**src/rtl/bit_count_pkg.sv**
```systemverilog
// Shared types for the bit-count engine: FSM state encoding and count-mode selector.
package bit_count_pkg;

  typedef enum logic [1:0] {S_IDLE, S_COUNT, S_DONE} bc_state_t;

  typedef enum logic {MODE_ONES, MODE_ZEROS} bc_mode_t;

endpackage

```
**src/rtl/bit_count_engine_if.sv**
```systemverilog
// Start/done handshake and result bus between the operand source and the bit-count engine.
interface bit_count_engine_if #(
  parameter int DATA_W = 8
);
  localparam int CNT_W = $clog2(DATA_W + 1);

  logic              start;
  logic              mode;
  logic [DATA_W-1:0] data_in;
  logic              busy;
  logic              done;
  logic [CNT_W-1:0]  result;
  logic [DATA_W-1:0] curr_a;

  modport master (
    output start, mode, data_in,
    input  busy, done, result, curr_a
  );

  modport slave (
    input  start, mode, data_in,
    output busy, done, result, curr_a
  );

endinterface

```
**src/rtl/bit_count_engine_popcount_slice.sv**
```systemverilog
// Combinational population count of a W-bit slice.
module popcount_slice #(
  parameter int W = 1
) (
  input  logic [W-1:0]             in_i,
  output logic [$clog2(W+1)-1:0]   count_o
);
  localparam int CW = $clog2(W + 1);

  always_comb begin
    count_o = '0;
    for (int i = 0; i < W; i++) begin
      count_o = count_o + CW'(in_i[i]);
    end
  end

endmodule

```
**src/rtl/bit_count_engine.sv**
```systemverilog
// Bit-count engine: loads an operand on start, counts ones (or zeros) BITS_PER_CYCLE bits
// per cycle, stops early once the remaining operand is zero, then holds done until start drops.
module bit_count_engine
  import bit_count_pkg::*;
#(
  parameter int DATA_W         = 8,
  parameter int BITS_PER_CYCLE = 1
) (
  input  logic               clk,
  input  logic               reset,
  bit_count_engine_if.slave  bus
);
  localparam int CNT_W = $clog2(DATA_W + 1);
  localparam int PC_W  = $clog2(BITS_PER_CYCLE + 1);

  if (DATA_W < 1 || BITS_PER_CYCLE < 1 || (DATA_W % BITS_PER_CYCLE) != 0) begin : g_bad_params
    $error("bit_count_engine: DATA_W must be >= 1 and a multiple of BITS_PER_CYCLE");
  end

  bc_state_t         state_q, state_d;
  logic              busy_q, done_q;
  logic [CNT_W-1:0]  result_q, result_d;
  logic [DATA_W-1:0] curr_a_q, curr_a_d;
  logic [PC_W-1:0]   slice_cnt;

  popcount_slice #(.W(BITS_PER_CYCLE)) u_slice (
    .in_i    (curr_a_q[BITS_PER_CYCLE-1:0]),
    .count_o (slice_cnt)
  );

  always_comb begin
    state_d  = state_q;
    result_d = result_q;
    curr_a_d = curr_a_q;
    case (state_q)
      S_IDLE: begin
        if (bus.start) begin
          // Counting zeros is counting ones of the inverted operand.
          curr_a_d = (bc_mode_t'(bus.mode) == MODE_ZEROS) ? ~bus.data_in : bus.data_in;
          result_d = '0;
          state_d  = S_COUNT;
        end
      end
      S_COUNT: begin
        if (curr_a_q == '0) begin
          state_d = S_DONE;
        end else begin
          result_d = result_q + CNT_W'(slice_cnt);
          curr_a_d = curr_a_q >> BITS_PER_CYCLE;
        end
      end
      S_DONE: begin
        // Four-phase handshake: wait for start to fall before re-arming.
        if (!bus.start) state_d = S_IDLE;
      end
      default: state_d = S_IDLE;
    endcase
  end

  always_ff @(posedge clk) begin
    if (reset) begin
      state_q  <= S_IDLE;
      busy_q   <= 1'b0;
      done_q   <= 1'b0;
      result_q <= '0;
      curr_a_q <= '0;
    end else begin
      state_q  <= state_d;
      busy_q   <= (state_d == S_COUNT);
      done_q   <= (state_d == S_DONE);
      result_q <= result_d;
      curr_a_q <= curr_a_d;
    end
  end

  assign bus.busy   = busy_q;
  assign bus.done   = done_q;
  assign bus.result = result_q;
  assign bus.curr_a = curr_a_q;

endmodule

```
**src/flat_wrapper.sv**
```systemverilog
// flat-port wrapper written by rule: the top's interface ports become plain ports
module bit_count_engine_flat import bit_count_pkg::*;
#(
  parameter int DATA_W         = 8,
  parameter int BITS_PER_CYCLE = 1
)
  (clk, reset, bus_start, bus_mode, bus_data_in, bus_busy, bus_done, bus_result, bus_curr_a);
  bit_count_engine_if #(.DATA_W(DATA_W)) bus_i ();
  input  logic clk;
  input  logic reset;
  input wire logic [$bits(bus_i.start)-1:0] bus_start;
  input wire logic [$bits(bus_i.mode)-1:0] bus_mode;
  input wire logic [$bits(bus_i.data_in)-1:0] bus_data_in;
  output wire logic [$bits(bus_i.busy)-1:0] bus_busy;
  output wire logic [$bits(bus_i.done)-1:0] bus_done;
  output wire logic [$bits(bus_i.result)-1:0] bus_result;
  output wire logic [$bits(bus_i.curr_a)-1:0] bus_curr_a;
  assign bus_i.start = bus_start;
  assign bus_i.mode = bus_mode;
  assign bus_i.data_in = bus_data_in;
  assign bus_busy = bus_i.busy;
  assign bus_done = bus_i.done;
  assign bus_result = bus_i.result;
  assign bus_curr_a = bus_i.curr_a;
  bit_count_engine #(.DATA_W(DATA_W), .BITS_PER_CYCLE(BITS_PER_CYCLE)) u_core (.clk(clk), .reset(reset), .bus(bus_i));
endmodule
```
**config.mk**
```make
export PLATFORM = sky130hd
export DESIGN_NAME = bit_count_engine_flat
export DESIGN_NICKNAME = d
export VERILOG_FILES = /design/src/rtl/bit_count_pkg.sv /design/src/rtl/bit_count_engine_if.sv /design/src/rtl/bit_count_engine_popcount_slice.sv /design/src/rtl/bit_count_engine.sv /design/src/flat_wrapper.sv
export SDC_FILE = /design/constraint.sdc
export NUM_CORES = 1
export LEC_CHECK = 0
export BUFFER_PORTS_ARGS = -buffer_cell sky130_fd_sc_hd__buf_4
export CAP_MARGIN = 10
export CORE_MARGIN = 4
export CORE_UTILIZATION = 40
export CTS_CLUSTER_DIAMETER = 200
export DETAILED_ROUTE_END_ITERATION = 12
export MAX_ROUTING_LAYER = met4
export PLACE_DENSITY = 0.69
export SYNTH_ARGS = -nofsm -noshare
export SYNTH_HDL_FRONTEND = slang
export SYNTH_SLANG_ARGS = --single-unit
```
**constraint.sdc**
```tcl
create_clock -name clk -period 1.6 [get_ports clk]
set_clock_uncertainty 0.2 [all_clocks]
set_input_delay 0.24 -clock clk [delete_from_list [all_inputs] [get_ports clk]]
set_output_delay 0.24 -clock clk [all_outputs]
set_load 0.05 [all_outputs]
```
== Yosys cells after proc, flatten, opt, wreduce, memory -nomap -nowiden ==
Index checks and enable logic that the tools add are counted.

* Register bits: 16
* Logic and storage cells: 28
* Bits of input ports: 12
* Output and inout bits: 14

* Reduce and logical (&&, ||, !) cells: 4
* Add/sub/neg operators: 1
* Bitwise logic cells: 1
* Mux-type cells: 11
* Eq/ne operators: 6

{| class="wikitable"
|+ Operators with widths
! cell !! count
|-
| two-way mux 8 bit || 3
|-
| one-hot mux 8 bit (2 select lines) || 1
|-
| logical NOT 8 bit || 1
|-
| two-way mux 4 bit || 2
|-
| inverter 8 bit || 1
|-
| one-hot mux 4 bit (2 select lines) || 1
|-
| two-way mux 2 bit || 3
|-
| one-hot mux 2 bit (3 select lines) || 1
|-
| adder 4 x 1 -> 4 bit || 1
|-
| equality test 2 x 1 -> 1 bit, second input constant || 2
|-
| equality test 2 bit, second input constant || 2
|-
| inequality test 2 bit, second input constant || 2
|-
| AND reduction 3 bit || 1
|-
| logical NOT 2 bit || 1
|-
| nonzero test 2 bit || 1
|}

== Depth between registers and ports, before layout ==
* Depth after elaboration: 4
* Gate-level depth with buffers: 4
* Depth with buffers taken out: 4

== Hierarchy ==
A second synthesis with hierarchy kept.

* Cell total of the unflattened synthesis: 98
* Area total of the unflattened synthesis: 933.4 µm²

{| class="wikitable"
|+ Modules (own cells, without submodules)
! module !! cells each !! area an instance (µm²) !! instances
|-
| bit_count_engine || 97 || 925.9 || 1
|-
| popcount_slice || 1 || 7.5 || 1
|}

== Worst setup path after synthesis ==
OpenSTA, ideal clock, no wires.

* Path kind: reg-to-reg
* From: register u_core.curr_a_q[3] (netlist: u_core.bus.curr_a[3])
* To: register u_core.curr_a_q[7] (netlist: u_core.bus.curr_a[7])
* Library setup time: 0.121 ns
* Clock period less this slack: 1.937 ns
* Data required time: 1.279 ns
* Path buffers: 1
* Stages on the path, launching flop included: 5
* Arrival: 1.615 ns
* Setup slack: -0.337 ns
* Cell sequence: dfxtp_1 -> nor4_4 -> a311o_1 -> buf_6 -> mux2_4

* Word-level cells in the longest chain between the ends: 3

{| class="wikitable"
|+ Ends and longest elaborated chain
! what !! RTL line !! source
|-
| start: declaration || bit_count_engine.sv:23 || <nowiki>logic [DATA_W-1:0] curr_a_q, curr_a_d;</nowiki>
|-
| start signal: assignment || bit_count_engine.sv:72 || <nowiki>curr_a_q <= curr_a_d;</nowiki>
|-
| logical NOT 8 bit || bit_count_engine.sv:45 || <nowiki>if (curr_a_q == '0) begin</nowiki>
|-
| inequality test 2 bit (no line) || n/a ||
|-
| AND reduction 3 bit (no line) || n/a ||
|}

No other way between the ends.
A chain may end at the register's enable or synchronous reset.

== Worst setup path after layout ==
* From: register u_core.curr_a_q[3] (netlist: u_core.bus.curr_a[3])
* To: register u_core.curr_a_q[3] (netlist: u_core.bus.curr_a[3])

The elaborated chain is that of the path after synthesis.

==> metrics.md <==
| Metric | Value |
|---|---|
| Status | complete, but fails checks |
| Failing checks | negative setup slack |
| Clock Tree Root | clkbuf_4 |
| Worst Hold End | u_core.bus.done |
| Worst reg2reg path depth | 5 |
| Final Max Slew Viols | 0 |
| Clock Power Share | 15.3% |
| CTS tree | done |
| Worst setup EP type | flip-flop |
| # port buffers | 25 |
| Worst slew pin tran | 0.341 ns |
| Clock buffer depth | 2 |
| Io pins | 26 |
| Final Hold Fails | 0 |
| Net Sw Frac | 39.4% |
| Largest net degree at the start of global routing | 29 |
| Yosys warns | 0 |
| R2R setup slack | -0.09 ns |
| Vias in the first global route | 878 |
| VDD IR-drop max | 0.000824 V |
| Critical path fanouts, max | 5 |
| Critical path arrival | 1.71 ns |
| # rows | 17 |
| Total track usage | 15.4% |
| Antenna-violating nets left | 0 |
| Seq pwr share | 30.2% |
| Total grt overflow | 0 |
| Mapped Cells | 98 |
| Layout cell share with drive strength beyond 1 | 53.3% |
| Final Cell Area | 1460 um2 |
| Layout Nets | 152 |
| Largest area contributor in the netlist | dfxtp_1 |
| RSZ-0062 raised after global routing | true |
| Hold Startpoint | bus_start |
| Total CTS buffers | 3 |
| Initial Utilization | 43.1% |
| Final setup vio count | 10 |
| Leakage | 0.628 nW |
| Initial DRC count | 10 |
| Sequential share of the synthesized area | 32.9% |
| Remaining DRCs | 0 |
| DIE WIDTH | 57.3 um |
| Via-to-Cell Ratio | 5.35 |
| Clock latency on the worst-skew pair | 0.30 ns |
| Synth top area cells | dfxtp_1 (33%), mux2i_1 (7.2%), xnor2_1 (7.2%) |
| Die area | 3280 um2 |
| Power per Cell Area | 1230 nW/um2 |
| CP required | 1.62 ns |
| Minimum clock period | 1.69 ns |
| Max-cap violations | 0 |
| Number of synthesized register bits | 16 |
| Int Power | 1.09 mW |
| Synth-to-Final Area Change | 50.6% |
| Critical Path Source Type | flip-flop |
| Switch Pwr | 710 uW |
| Drt total wl | 2390 um |
| CTS clk-pin slew, worst paths | 0.10 ns |
| Comb power frac | 54.5% |
| Distinct cells, synth | 33 |
| GP Congestion | 0.785 |
| Detailed placer's ending HPWL | 1730 um |
| Detailed Routing Iterations Pass 1 | 3 |
| RR Startpoint | u_core.bus.curr_a[3] |
| Core area | 2250 um2 |
| Number of synthesized flops with an enable pin | 0 |
| Finished Layout Cells | 165 |
| Initial antenna violation count | 0 |
| Top_reg_cell synth | dfxtp_1 |
| Synth cell count leaders | dfxtp_1 (16), nand2b_1 (8), xnor2_1 (8) |
| CTS HTree Levels | 1 |
| Drt wl/cell | 14.5 um |
| Synthesized area | 972 um2 |
| Post-CTS Hold Buffers | 0 |
| First-pass GRT wire length | 3850 um |
| Die Height | 57.3 um |
| Async SR Flop Fraction | 0% |
| Post-Syn Nets | 112 |
| Worst hold stages | 3 |
| CP Class | flip-flop to flip-flop |
| Relative slew margins | 77.3% |
| Mean Syn Cell Area | 9.92 um2 |
| Min-Delay Path Class | primary input to flip-flop |
| # diodes | 0 |
| DP Area | 1280 um2 |
| Fin crit share | 106% |
| Most frequent cell after synthesis | dfxtp_1 |
| Inst Count DP | 156 |
| Total number of vias | 882 |
| Max Freq | 591 MHz |
| Final worst setup slack | -0.0909 ns |
| Synth top area share | 32.9% |
| R2R Path End | u_core.bus.curr_a[3] |
| Clock Sinks | 16 |
[metal layers]
metal  vias to the layer above  routed length [um]  global-route usage (%)
li1                        429                   -                       -
met1                       422                 970                    16.3
met2                        27                1250                    27.4
met3                         4                 155                    5.20
met4                         0                  20                    3.97
met5                         -                   0                       -
[registers in the layout, summed over array words and instances, names as in the netlist]
| register | count |
|---|---|
| u_core.bus.result | 4 |
| u_core.bus.done | 1 |
| u_core.bus.busy | 1 |
| u_core.bus.curr_a | 8 |
| u_core.state_q | 2 |
[worst max-delay path, cell delays in order, from the launching register on]
cell and delay, ns:
dfxtp_4 0.36, buf_6 0.11, nor4_4 0.27, a311o_1 0.33
buf_6 0.17, mux2i_1 0.18
[metrics by stage]
stage	setup WS (ns)	util (%)	TNS, ns	hold WS, ns	total power [mW]
after floorplan	-0.132	-	-0.259	0.226	1.10
after global placement	-0.0685	56.7	-0.111	0.281	1.36
after detailed placement	-0.115	56.7	-0.174	0.287	1.37
after CTS	-0.115	61.0	-0.728	0.0480	1.72
after global routing	-0.184	64.9	-1.70	0.0690	1.90
final	-0.0909	64.9	-0.720	0.0557	1.80
[layout make-up]
| class | instances | area [um2] |
|---|---|---|
| fill | 188 | 791 |
| multi-input combinational | 71 | 667 |
| timing repair buffer | 44 | 373 |
| sequential | 16 | 345 |
| clock buffer | 4 | 36.3 |
| tap | 28 | 35.0 |
| inverter | 2 | 7.51 |
[how the worst max path moves through the flow]
stage | start | to | slack (ns) | cells after the start
6_report | u_core.bus.curr_a[3] | u_core.bus.curr_a[3] | -0.09 | 5
5_1_grt | u_core.bus.curr_a[3] | u_core.bus.curr_a[3] | -0.18 | 5
4_1_cts | u_core.bus.curr_a[3] | u_core.bus.result[2] | -0.11 | 3
3_5_place_dp | u_core.bus.curr_a[2] | u_core.bus.result[2] | -0.12 | 3
3_3_place_gp | u_core.bus.curr_a[2] | u_core.bus.result[2] | -0.07 | 3
2_1_floorplan | u_core.bus.curr_a[6] | u_core.bus.result[2] | -0.13 | 3
[power groups by stage]
stage	Clock (mW)	Combinational, mW	Sequential [mW]
after floorplan	0	0.376	0.722
after global placement	0	0.817	0.546
after detailed placement	0	0.822	0.552
after CTS	0.282	0.898	0.538
after global routing	0.296	1.04	0.556
final	0.276	0.981	0.544
[cells in the final DEF (no fill, tap or decap), drive strengths merged, types with 3 or more instances in the layout]
cell	instances
clkbuf	4
nor3b	7
dfxtp	16
nor2	5
buf	44
a211o	7
nand2b	8
xnor2	8
mux2	3
mux2i	7
[repair_timing]
item / in CTS / in global routing
buffers inserted: 3 / 4
pin swaps: 3 / 7
gates resized for setup: 7 / 14
setup endpoints to repair: 11 / 15
gates cloned: 0 / 0
[cells by family (layout without fill, tap and decap cells)]
kind of cell / Yosys count / count (layout) / share of synthesized area (%)
fa+ha+maj: 2 / 2 / 2.57
simple gates: 35 / 35 / 26.8
compound gates: 16 / 16 / 13.6
buf+inv: 11 / 50 / 5.79
mux: 10 / 10 / 11.1
xor+xnor: 8 / 8 / 7.21
flops: 16 / 16 / 32.9
Power figures use the tool's default switching activity.
